[config.mk]
export PLATFORM = sky130hd
export DESIGN_NAME = control_fsm
export DESIGN_NICKNAME = d
export VERILOG_FILES = /design/src/rtl/control_fsm.sv
export SDC_FILE = /design/constraint.sdc
export NUM_CORES = 1
export LEC_CHECK = 0
export CAP_MARGIN = 10
export CELL_PAD_IN_SITES_DETAIL_PLACEMENT = 0
export CELL_PAD_IN_SITES_GLOBAL_PLACEMENT = 1
export CORE_MARGIN = 4
export CORE_UTILIZATION = 32
export DETAILED_ROUTE_END_ITERATION = 12
export HOLD_SLACK_MARGIN = 0.03
export PLACE_DENSITY = 0.84
export REMOVE_ABC_BUFFERS = 1
export SKIP_CTS_REPAIR_TIMING = 1
export SYNTH_ARGS = -nofsm -noshare
export SYNTH_HDL_FRONTEND = slang
export SYNTH_SLANG_ARGS = --single-unit
[constraint.sdc]
create_clock -name clk -period 1.6 [get_ports clk]
set_input_delay 0.24 -clock clk [delete_from_list [all_inputs] [get_ports clk]]
set_output_delay 0.24 -clock clk [all_outputs]
set_load 0.005 [all_outputs]
[src/rtl/control_fsm.sv]
// Multi-cycle control unit: accepts one opcode per FETCH visit and sequences the
// datapath through DECODE, EXECUTE, MEM and WRITEBACK, with a sticky trap for
// illegal opcodes and data-memory timeouts.
module control_fsm #(
  parameter int unsigned OPCODE_W    = 5,
  parameter int unsigned JUMP_OP     = 16,
  parameter int unsigned MEM_TIMEOUT = 15
) (
  input  logic                clk,
  input  logic                rst_n,
  input  logic                instr_valid,
  input  logic [OPCODE_W-1:0] opcode,
  output logic                instr_ready,
  input  logic                cond_true,
  input  logic                mem_ack,
  input  logic                trap_clear,
  output logic                branch_en,
  output logic                jump_en,
  output logic                immediate_en,
  output logic                write_en,
  output logic                alu_en,
  output logic                mem_req,
  output logic                reg_write,
  output logic                pc_inc,
  output logic                pc_load,
  output logic                illegal,
  output logic [2:0]          state
);

  localparam int unsigned CntW = $clog2(MEM_TIMEOUT + 1);

  typedef enum logic [2:0] {
    StFetch   = 3'd0,
    StDecode  = 3'd1,
    StExecute = 3'd2,
    StMem     = 3'd3,
    StWb      = 3'd4,
    StTrap    = 3'd5
  } state_e;

  typedef enum logic [2:0] {
    ClsNop, ClsR, ClsI, ClsBranch, ClsJump, ClsIllegal
  } cls_e;

  state_e                state_q, state_d;
  logic [OPCODE_W-1:0]   op_q, op_d;
  logic [3:0]            en_q, en_d;   // {branch, jump, immediate, write}
  logic                  ill_q, ill_d;
  logic [CntW-1:0]       cnt_q, cnt_d;

  logic [31:0]           op_u;
  cls_e                  cls;
  logic [3:0]            cls_en;
  logic                  mem_last;

  assign op_u     = 32'(op_q);
  // Final allowed MEM cycle: the counter holds the number of MEM cycles already spent.
  assign mem_last = (cnt_q == CntW'(MEM_TIMEOUT - 1));

  // Classify the latched opcode and derive its class enables.
  always_comb begin
    cls    = ClsIllegal;
    cls_en = 4'b0000;
    if (op_u == 32'd0) begin
      cls = ClsNop;
    end else if (op_u <= 32'd8) begin
      cls = ClsR;
    end else if (op_u <= 32'd11) begin
      cls    = ClsI;
      cls_en = 4'b0011;
    end else if (op_u <= 32'd15) begin
      cls    = ClsBranch;
      cls_en = 4'b1001;
    end else if (op_u == JUMP_OP) begin
      cls    = ClsJump;
      cls_en = 4'b0100;
    end
  end

  // Next-state and output logic.
  always_comb begin
    state_d     = state_q;
    op_d        = op_q;
    en_d        = en_q;
    ill_d       = ill_q;
    cnt_d       = cnt_q;
    instr_ready = 1'b0;
    alu_en      = 1'b0;
    mem_req     = 1'b0;
    reg_write   = 1'b0;
    pc_inc      = 1'b0;
    pc_load     = 1'b0;
    case (state_q)
      StFetch: begin
        instr_ready = 1'b1;
        if (instr_valid) begin
          op_d    = opcode;
          state_d = StDecode;
        end
      end
      StDecode: begin
        en_d = cls_en;
        if (cls == ClsNop) begin
          pc_inc  = 1'b1;
          state_d = StFetch;
        end else if (cls == ClsIllegal) begin
          ill_d   = 1'b1;
          state_d = StTrap;
        end else begin
          state_d = StExecute;
        end
      end
      StExecute: begin
        alu_en = 1'b1;
        case (cls)
          ClsR: state_d = StWb;
          ClsI: begin
            cnt_d   = '0;
            state_d = StMem;
          end
          ClsBranch: begin
            pc_load = cond_true;
            pc_inc  = ~cond_true;
            state_d = StFetch;
          end
          ClsJump: begin
            pc_load = 1'b1;
            state_d = StFetch;
          end
          default: state_d = StFetch;
        endcase
      end
      StMem: begin
        mem_req = 1'b1;
        // Ack in the final allowed cycle wins over the timeout.
        if (mem_ack) begin
          state_d = StWb;
        end else if (mem_last) begin
          ill_d   = 1'b1;
          state_d = StTrap;
        end else begin
          cnt_d = cnt_q + CntW'(1);
        end
      end
      StWb: begin
        reg_write = 1'b1;
        pc_inc    = 1'b1;
        state_d   = StFetch;
      end
      StTrap: begin
        if (trap_clear) begin
          ill_d   = 1'b0;
          en_d    = 4'b0000;
          state_d = StFetch;
        end
      end
      default: state_d = StFetch;
    endcase
  end

  // State and datapath-control registers.
  always_ff @(posedge clk or negedge rst_n) begin
    if (!rst_n) begin
      state_q <= StFetch;
      op_q    <= '0;
      en_q    <= 4'b0000;
      ill_q   <= 1'b0;
      cnt_q   <= '0;
    end else begin
      state_q <= state_d;
      op_q    <= op_d;
      en_q    <= en_d;
      ill_q   <= ill_d;
      cnt_q   <= cnt_d;
    end
  end

  assign branch_en    = en_q[3];
  assign jump_en      = en_q[2];
  assign immediate_en = en_q[1];
  assign write_en     = en_q[0];
  assign illegal      = ill_q;
  assign state        = state_q;

endmodule

==> reports/metrics.csv, run 1 <==
metric,value,unit
run status,"complete, but fails checks",
violated checks,negative setup slack,
final antenna-violating net count,0,
leading cell types by total area after synthesis,"sky130_fd_sc_hd__dfrtp_1 (45%), sky130_fd_sc_hd__mux2_1 (4.7%), sky130_fd_sc_hd__nand2_1 (4.7%), sky130_fd_sc_hd__nand3_1 (3.2%), sky130_fd_sc_hd__ha_1 (2.6%)",
total clock sinks,17,
# fillers,265,
kind of critical path,flop to primary output,
initial core utilization,0.339,
final setup vio count,3,
number of enable-type register cells in the synthesized netlist,0,
critical path launch point,op_q[3]$_DFFE_PN0P_,
floorplan die height,62.5,um
cts bufs inserted,3,
Peak VDD IR,1040,uV
count of mapped cells out of synthesis,96,
GR Util All Layers,0.135,
clock tree from TritonCTS,yes,
met2 WL post-DR,1330,um
number of cells in the finished layout apart from fillers,185,
total met3 wirelength after detailed routing,89,um
routed via count,921,
Die W,62.5,um
Final period util,1.11,
Wirelength per Cell,14.1,um
Maximum Capacitance Violations,0,
Min Hold Slack,0.262,ns
number of nets in the finished design,168,
die area,3900,um^2
top layer used by detailed routing,met4,
Setup Skew,0.00335,ns
Longest Clk Path Bufs,2,
number of DRC violations after detailed-routing iteration 0,12,
pwr/cell area,1750,nW/um^2
global route total overflow,0,
CTS H-tree lvls,1,
post-synth top area share,0.448,
hold violation total from the final report,0,
most common cell in the synthesized netlist,sky130_fd_sc_hd__dfrtp_1,
slew at the pin closest to its max-slew limit,0.373,ns
fraction of the yosys area taken by sequential cells,0.448,
Syn Std Cell Area,950,um^2
data arrival time of the critical path,1.54,ns
HPWL after DPL,2060,um
smallest setup slack after layout,-0.181,ns
worst r2r src,op_q[3]$_DFFE_PN0P_,
worst max-slew margin expressed relative to the limit,0.750,
total of warnings raised by yosys,0,
number of diodes,0,
maximum number of pins on one net before global-route repair,18,
worst path required time,1.36,ns
fraction of layout cells with a size suffix above 1,0.331,
number of antenna violations at the first check in global routing,0,
final total power,2.65,mW
highest achievable clock rate,0.562,GHz
"critical path fanouts, max",3,
share of flip-flops with an asynchronous set or reset after synthesis,1.00,
routability cong.,0.859,
total of buffers placed on input and output ports,24,
mean number of vias per cell,4.98,
RSZ-0062 raised after global routing,yes,
post-synth top area cell,sky130_fd_sc_hd__dfrtp_1,
row count,19,
unique cell type count in the Yosys netlist,38,
"Reg clk slew, reported paths",0.09,ns
Top Ports,25,
leakage power figure,0.761,nW
slack of the worst reg-to-reg path,-0.01,ns
most used flip-flop cell after synthesis,sky130_fd_sc_hd__dfrtp_1,
vias in the first global route,965,
Tmin final,1.78,ns
Critical Path End Type,primary output,
drt pass-1 iters,4,
number of placed instances with taps included,174,
mean cell area of the mapped netlist,9.89,um^2
clock root cell,sky130_fd_sc_hd__clkbuf_4,
routed length on met1,1160,um
pins over their slew limit,0,
Synth top cells by count,"sky130_fd_sc_hd__dfrtp_1 (17), sky130_fd_sc_hd__nand2_1 (12), sky130_fd_sc_hd__nand3_1 (6)",
flip-flop and latch count after synthesis,17,
post-synthesis to final-layout area growth,59.9,%
core area,2810,um^2
Hold Crit Class,primary input to asynchronous set/reset pin,
Total Wirelength,2600,um
startpoint types,flop,
wire length of the first global-routing pass,4190,um
number of design rule violations left after detail routing,0,
Skew-Pair Late Insertion Delay,0.29,ns
power by group:
group	switching, mW	internal (mW)
clock network	0.126	0.0970
registers	0.160	0.625
logic	0.706	0.941
metal layers:
metal / up-vias / global-route usage
met5: - / 0
met4: 0 / 0.0606
met3: 2 / 0.0432
met2: 15 / 0.234
met1: 439 / 0.150
li1: 465 / -
stage by stage:
step                      utilization  TNS [ns]  cell area, um^2  worst slack [ns]
after floorplan                     -         0              925             0.138
after global placement          0.501    -0.516             1410            -0.287
after detailed placement        0.501    -0.605             1410            -0.307
after CTS                       0.511     -2.43             1430            -0.552
after global routing            0.541    -0.598             1520            -0.307
final                           0.541    -0.315             1520            -0.181
kinds of logic after synthesis:
group | share of synthesized area
compound gates | 0.155
xor+xnor | 0.00922
buf+inv | 0.0461
simple gates | 0.246
mux | 0.0685
flops | 0.448
fa+ha+maj | 0.0263
final cells by class:
cell class,count,area [um^2],area share
multi-input cells,70,513,0.338
flip-flops and latches,17,427,0.281
well taps,31,38.8,0.0255
repair buffers,58,495,0.326
inverters,5,18.8,0.0124
clock buffers,4,26.3,0.0173
state kept, by name (all words and copies together) (netlist names):
register	cells
op_q	5
cnt_q	4
en_q	4
state	3
illegal	1
path summary, 6_finish.rpt:
path,end,cells after the start
max,pc_inc,6
min,op_q[2]$_DFFE_PN0P_,2
max reg2reg,illegal$_DFFE_PN0P_,7
min reg2reg,en_q[0]$_DFFE_PN0P_,2
max in group asynchronous,state[0]$_DFFE_PN0P_,2
min in group clk,en_q[0]$_DFFE_PN0P_,2
critical path: stages, from the launching register on:
cell and delay [ns]:
sky130_fd_sc_hd__dfrtp_1 0.42, sky130_fd_sc_hd__buf_6 0.13, sky130_fd_sc_hd__nor4_4 0.27, sky130_fd_sc_hd__buf_4 0.16, sky130_fd_sc_hd__nand2_1 0.05, sky130_fd_sc_hd__o22ai_1 0.10, sky130_fd_sc_hd__buf_2 0.13
cells in the final DEF (no fill, tap or decap), types with 2 or more instances in the layout:
master                             n
sky130_fd_sc_hd__clkdlybuf4s50_1  15
sky130_fd_sc_hd__buf_6             2
sky130_fd_sc_hd__buf_4            32
sky130_fd_sc_hd__nand2_1          12
sky130_fd_sc_hd__inv_1             5
sky130_fd_sc_hd__buf_2             4
sky130_fd_sc_hd__nor2b_1           2
sky130_fd_sc_hd__nand3_1           6
sky130_fd_sc_hd__and2_4            2
sky130_fd_sc_hd__o21ai_0           5
sky130_fd_sc_hd__nor3_1            2
sky130_fd_sc_hd__and2_1            2
sky130_fd_sc_hd__o21ai_1           3
sky130_fd_sc_hd__o22ai_1           2
sky130_fd_sc_hd__mux2_1            4
sky130_fd_sc_hd__o211ai_1          2
sky130_fd_sc_hd__nor2_1            2
sky130_fd_sc_hd__ha_1              2
sky130_fd_sc_hd__dlymetal6s2s_1    5
sky130_fd_sc_hd__dfrtp_1          16
sky130_fd_sc_hd__mux2i_1           2
sky130_fd_sc_hd__clkbuf_4          3
sky130_fd_sc_hd__o22a_1            2
(Power assumes the default switching activity.)
==> inputs of run 2 (changes only) <==
--- a/config.mk
+++ b/config.mk
@@ -10,6 +10,7 @@
 export CELL_PAD_IN_SITES_GLOBAL_PLACEMENT = 1
 export CORE_MARGIN = 4
 export CORE_UTILIZATION = 32
+export CTS_CLUSTER_SIZE = 28
 export DETAILED_ROUTE_END_ITERATION = 12
 export HOLD_SLACK_MARGIN = 0.03
 export PLACE_DENSITY = 0.84
==> results of run 2 <==
Same layout as run 1: the final DEF is identical, and so are final timing and power.
==> inputs of run 3 (changes only) <==
--- a/config.mk
+++ b/config.mk
@@ -9,11 +9,11 @@
 export CELL_PAD_IN_SITES_DETAIL_PLACEMENT = 0
 export CELL_PAD_IN_SITES_GLOBAL_PLACEMENT = 1
 export CORE_MARGIN = 4
-export CORE_UTILIZATION = 32
+export CORE_UTILIZATION = 35
 export CTS_CLUSTER_SIZE = 28
 export DETAILED_ROUTE_END_ITERATION = 12
 export HOLD_SLACK_MARGIN = 0.03
-export PLACE_DENSITY = 0.84
+export PLACE_DENSITY = 0.86
 export REMOVE_ABC_BUFFERS = 1
 export SKIP_CTS_REPAIR_TIMING = 1
 export SYNTH_ARGS = -nofsm -noshare
==> constraint.sdc (replaced) <==
create_clock -name clk -period 1.8 [get_ports clk]
set_input_delay 0.27 -clock clk [delete_from_list [all_inputs] [get_ports clk]]
set_output_delay 0.27 -clock clk [all_outputs]
set_load 0.005 [all_outputs]
==> run 3 against run 2 <==
The run now ends clean. Non-clock buffer count fell by 11. Highest routed layer unchanged. Critical path type unchanged. Die area fell by 7.5%. Largest power group unchanged. Cell count fell by 6.5%. Largest cell class unchanged.
==> reports/metrics.csv, run 3 (synthesis gave the netlist of run 1 again) <==
metric,value,unit
run status,completed,
slack of the worst reg-to-reg path,0.09,ns
clock tree from TritonCTS,yes,
routed length on met1,1020,um
worst max-slew margin expressed relative to the limit,0.732,
area of the multi-input gates,515,um^2
number of placed instances with taps included,163,
final antenna-violating net count,0,
"commonest cells after routing, fill and taps aside","sky130_fd_sc_hd__buf_4 (22), sky130_fd_sc_hd__clkdlybuf4s50_1 (18), sky130_fd_sc_hd__dfrtp_1 (16)",
standard cell area after detailed placement,1330,um^2
fraction of layout cells with a size suffix above 1,0.273,
GR Util All Layers,0.149,
pwr/cell area,1560,nW/um^2
wire length of the first global-routing pass,3970,um
leakage power figure,0.699,nW
worst r2r src,state[2]$_DFFE_PN0P_,
"Reg clk slew, reported paths",0.11,ns
Min Hold Slack,0.287,ns
Top Ports,25,
global route total overflow,0,
Total Neg Setup Slack,0,ns
smallest setup slack after layout,0.00505,ns
cts bufs inserted,3,
number of cells in the finished layout apart from fillers,173,
Worst R2R End,cnt_q[1]$_DFFE_PN0P_,
core area,2520,um^2
CTS H-tree lvls,1,
Peak VDD IR,747,uV
die area,3610,um^2
total met3 wirelength after detailed routing,144,um
Top Registers,"op_q (5), cnt_q (4), en_q (4)",
Skew-Pair Late Insertion Delay,0.29,ns
total area of sequential cells,427,um^2
Critical Path End Type,primary output,
initial core utilization,0.376,
kind of critical path,flop to primary output,
startpoint types,flop,
Total Wirelength,2340,um
vias in the first global route,863,
clock root cell,sky130_fd_sc_hd__clkbuf_4,
floorplan die height,60.1,um
row count,18,
"critical path fanouts, max",3,
top layer used by detailed routing,met4,
Maximum Capacitance Violations,0,
highest achievable clock rate,0.557,GHz
number of DRC violations after detailed-routing iteration 0,18,
Hold Crit Class,primary input to asynchronous set/reset pin,
Longest Clk Path Bufs,2,
Reg with most FFs,op_q,
routability cong.,0.899,
number of diodes,0,
met2 WL post-DR,1160,um
data arrival time of the critical path,1.52,ns
number of design rule violations left after detail routing,0,
maximum number of pins on one net before global-route repair,18,
pins over their slew limit,0,
total of buffers placed on input and output ports,24,
cells on worst reg2reg path,6,
finished layout cell area,1440,um^2
worst path required time,1.53,ns
slew at the pin closest to its max-slew limit,0.401,ns
number of antenna violations at the first check in global routing,0,
number of nets in the finished design,157,
Die W,60.1,um
# fillers,228,
hold violation total from the final report,0,
drt pass-1 iters,4,
RSZ-0062 raised after global routing,yes,
Setup Skew,0.00820,ns
minimum setup slack after placement,-0.192,ns
final setup vio count,0,
Wirelength per Cell,13.5,um
post-synthesis to final-layout area growth,51.9,%
routed via count,906,
Tmin final,1.79,ns
mean number of vias per cell,5.24,
"commonest non-fill, non-tap cell in the layout",sky130_fd_sc_hd__buf_4,
total clock sinks,17,
Final period util,0.997,
HPWL after DPL,1770,um
number of flip-flops in the largest register,5,
run 3: cell types whose count changed in the layout (fill, tap and decap cells not counted), moves of 2 or more:
cell	previous run	this run
sky130_fd_sc_hd__clkdlybuf4s50_1	15	18
sky130_fd_sc_hd__buf_4	32	22
sky130_fd_sc_hd__clkbuf_2	0	2
sky130_fd_sc_hd__buf_2	4	0
sky130_fd_sc_hd__nor3_2	0	2
run 3: final cells by class:
| class | count | area share |
|---|---|---|
| inverter | 5 | 0.0130 |
| tap | 30 | 0.0260 |
| clock buffer | 3 | 0.0156 |
| sequential | 17 | 0.296 |
| multi-input combinational | 70 | 0.357 |
| timing repair buffer | 47 | 0.289 |
| clock inverter | 1 | 0.00347 |
run 3: report_power, final:
part | internal, mW | total, mW | switching [mW]
sequential | 0.554 | 0.713 | 0.159
combinational | 0.765 | 1.33 | 0.561
clock | 0.0826 | 0.209 | 0.126
total | 1.40 | 2.25 | 0.846
run 3: worst max-delay path by stage:
stage                    startpoint                  end  slack, ns  depth (start not counted)
6_report        op_q[3]$_DFFE_PN0P_               pc_inc      0.005                          6
2_1_floorplan  state[0]$_DFFE_PN0P_  op_q[0]$_DFFE_PN0P_       0.34                          3
3_3_place_gp              cond_true               pc_inc      -0.19                          5
5_1_grt         op_q[3]$_DFFE_PN0P_               pc_inc      -0.12                          6
4_1_cts         op_q[2]$_DFFE_PN0P_               pc_inc      -0.39                          5
3_5_place_dp              cond_true               pc_inc      -0.19                          5
run 3: stage by stage:
stage,power (mW),utilization
global route,2.45,0.572
global placement,1.89,0.527
finish,2.25,0.572
CTS,2.13,0.538
floorplan,1.28,-
detailed placement,1.91,0.527
run 3: worst max-delay path, stage by stage, from the launching register on:
cell                             delay (ns)
sky130_fd_sc_hd__dfrtp_1               0.42
sky130_fd_sc_hd__buf_4                 0.14
sky130_fd_sc_hd__nand2b_4              0.06
sky130_fd_sc_hd__nor4b_2               0.26
sky130_fd_sc_hd__a21oi_1               0.07
sky130_fd_sc_hd__o22ai_1               0.14
sky130_fd_sc_hd__dlymetal6s2s_1        0.14
run 3: layer usage:
| layer | track usage | vias up |
|---|---|---|
| met3 | 0.0389 | 6 |
| met1 | 0.189 | 430 |
| met5 | 0 | - |
| met2 | 0.235 | 25 |
| met4 | 0.0665 | 0 |
| li1 | - | 445 |
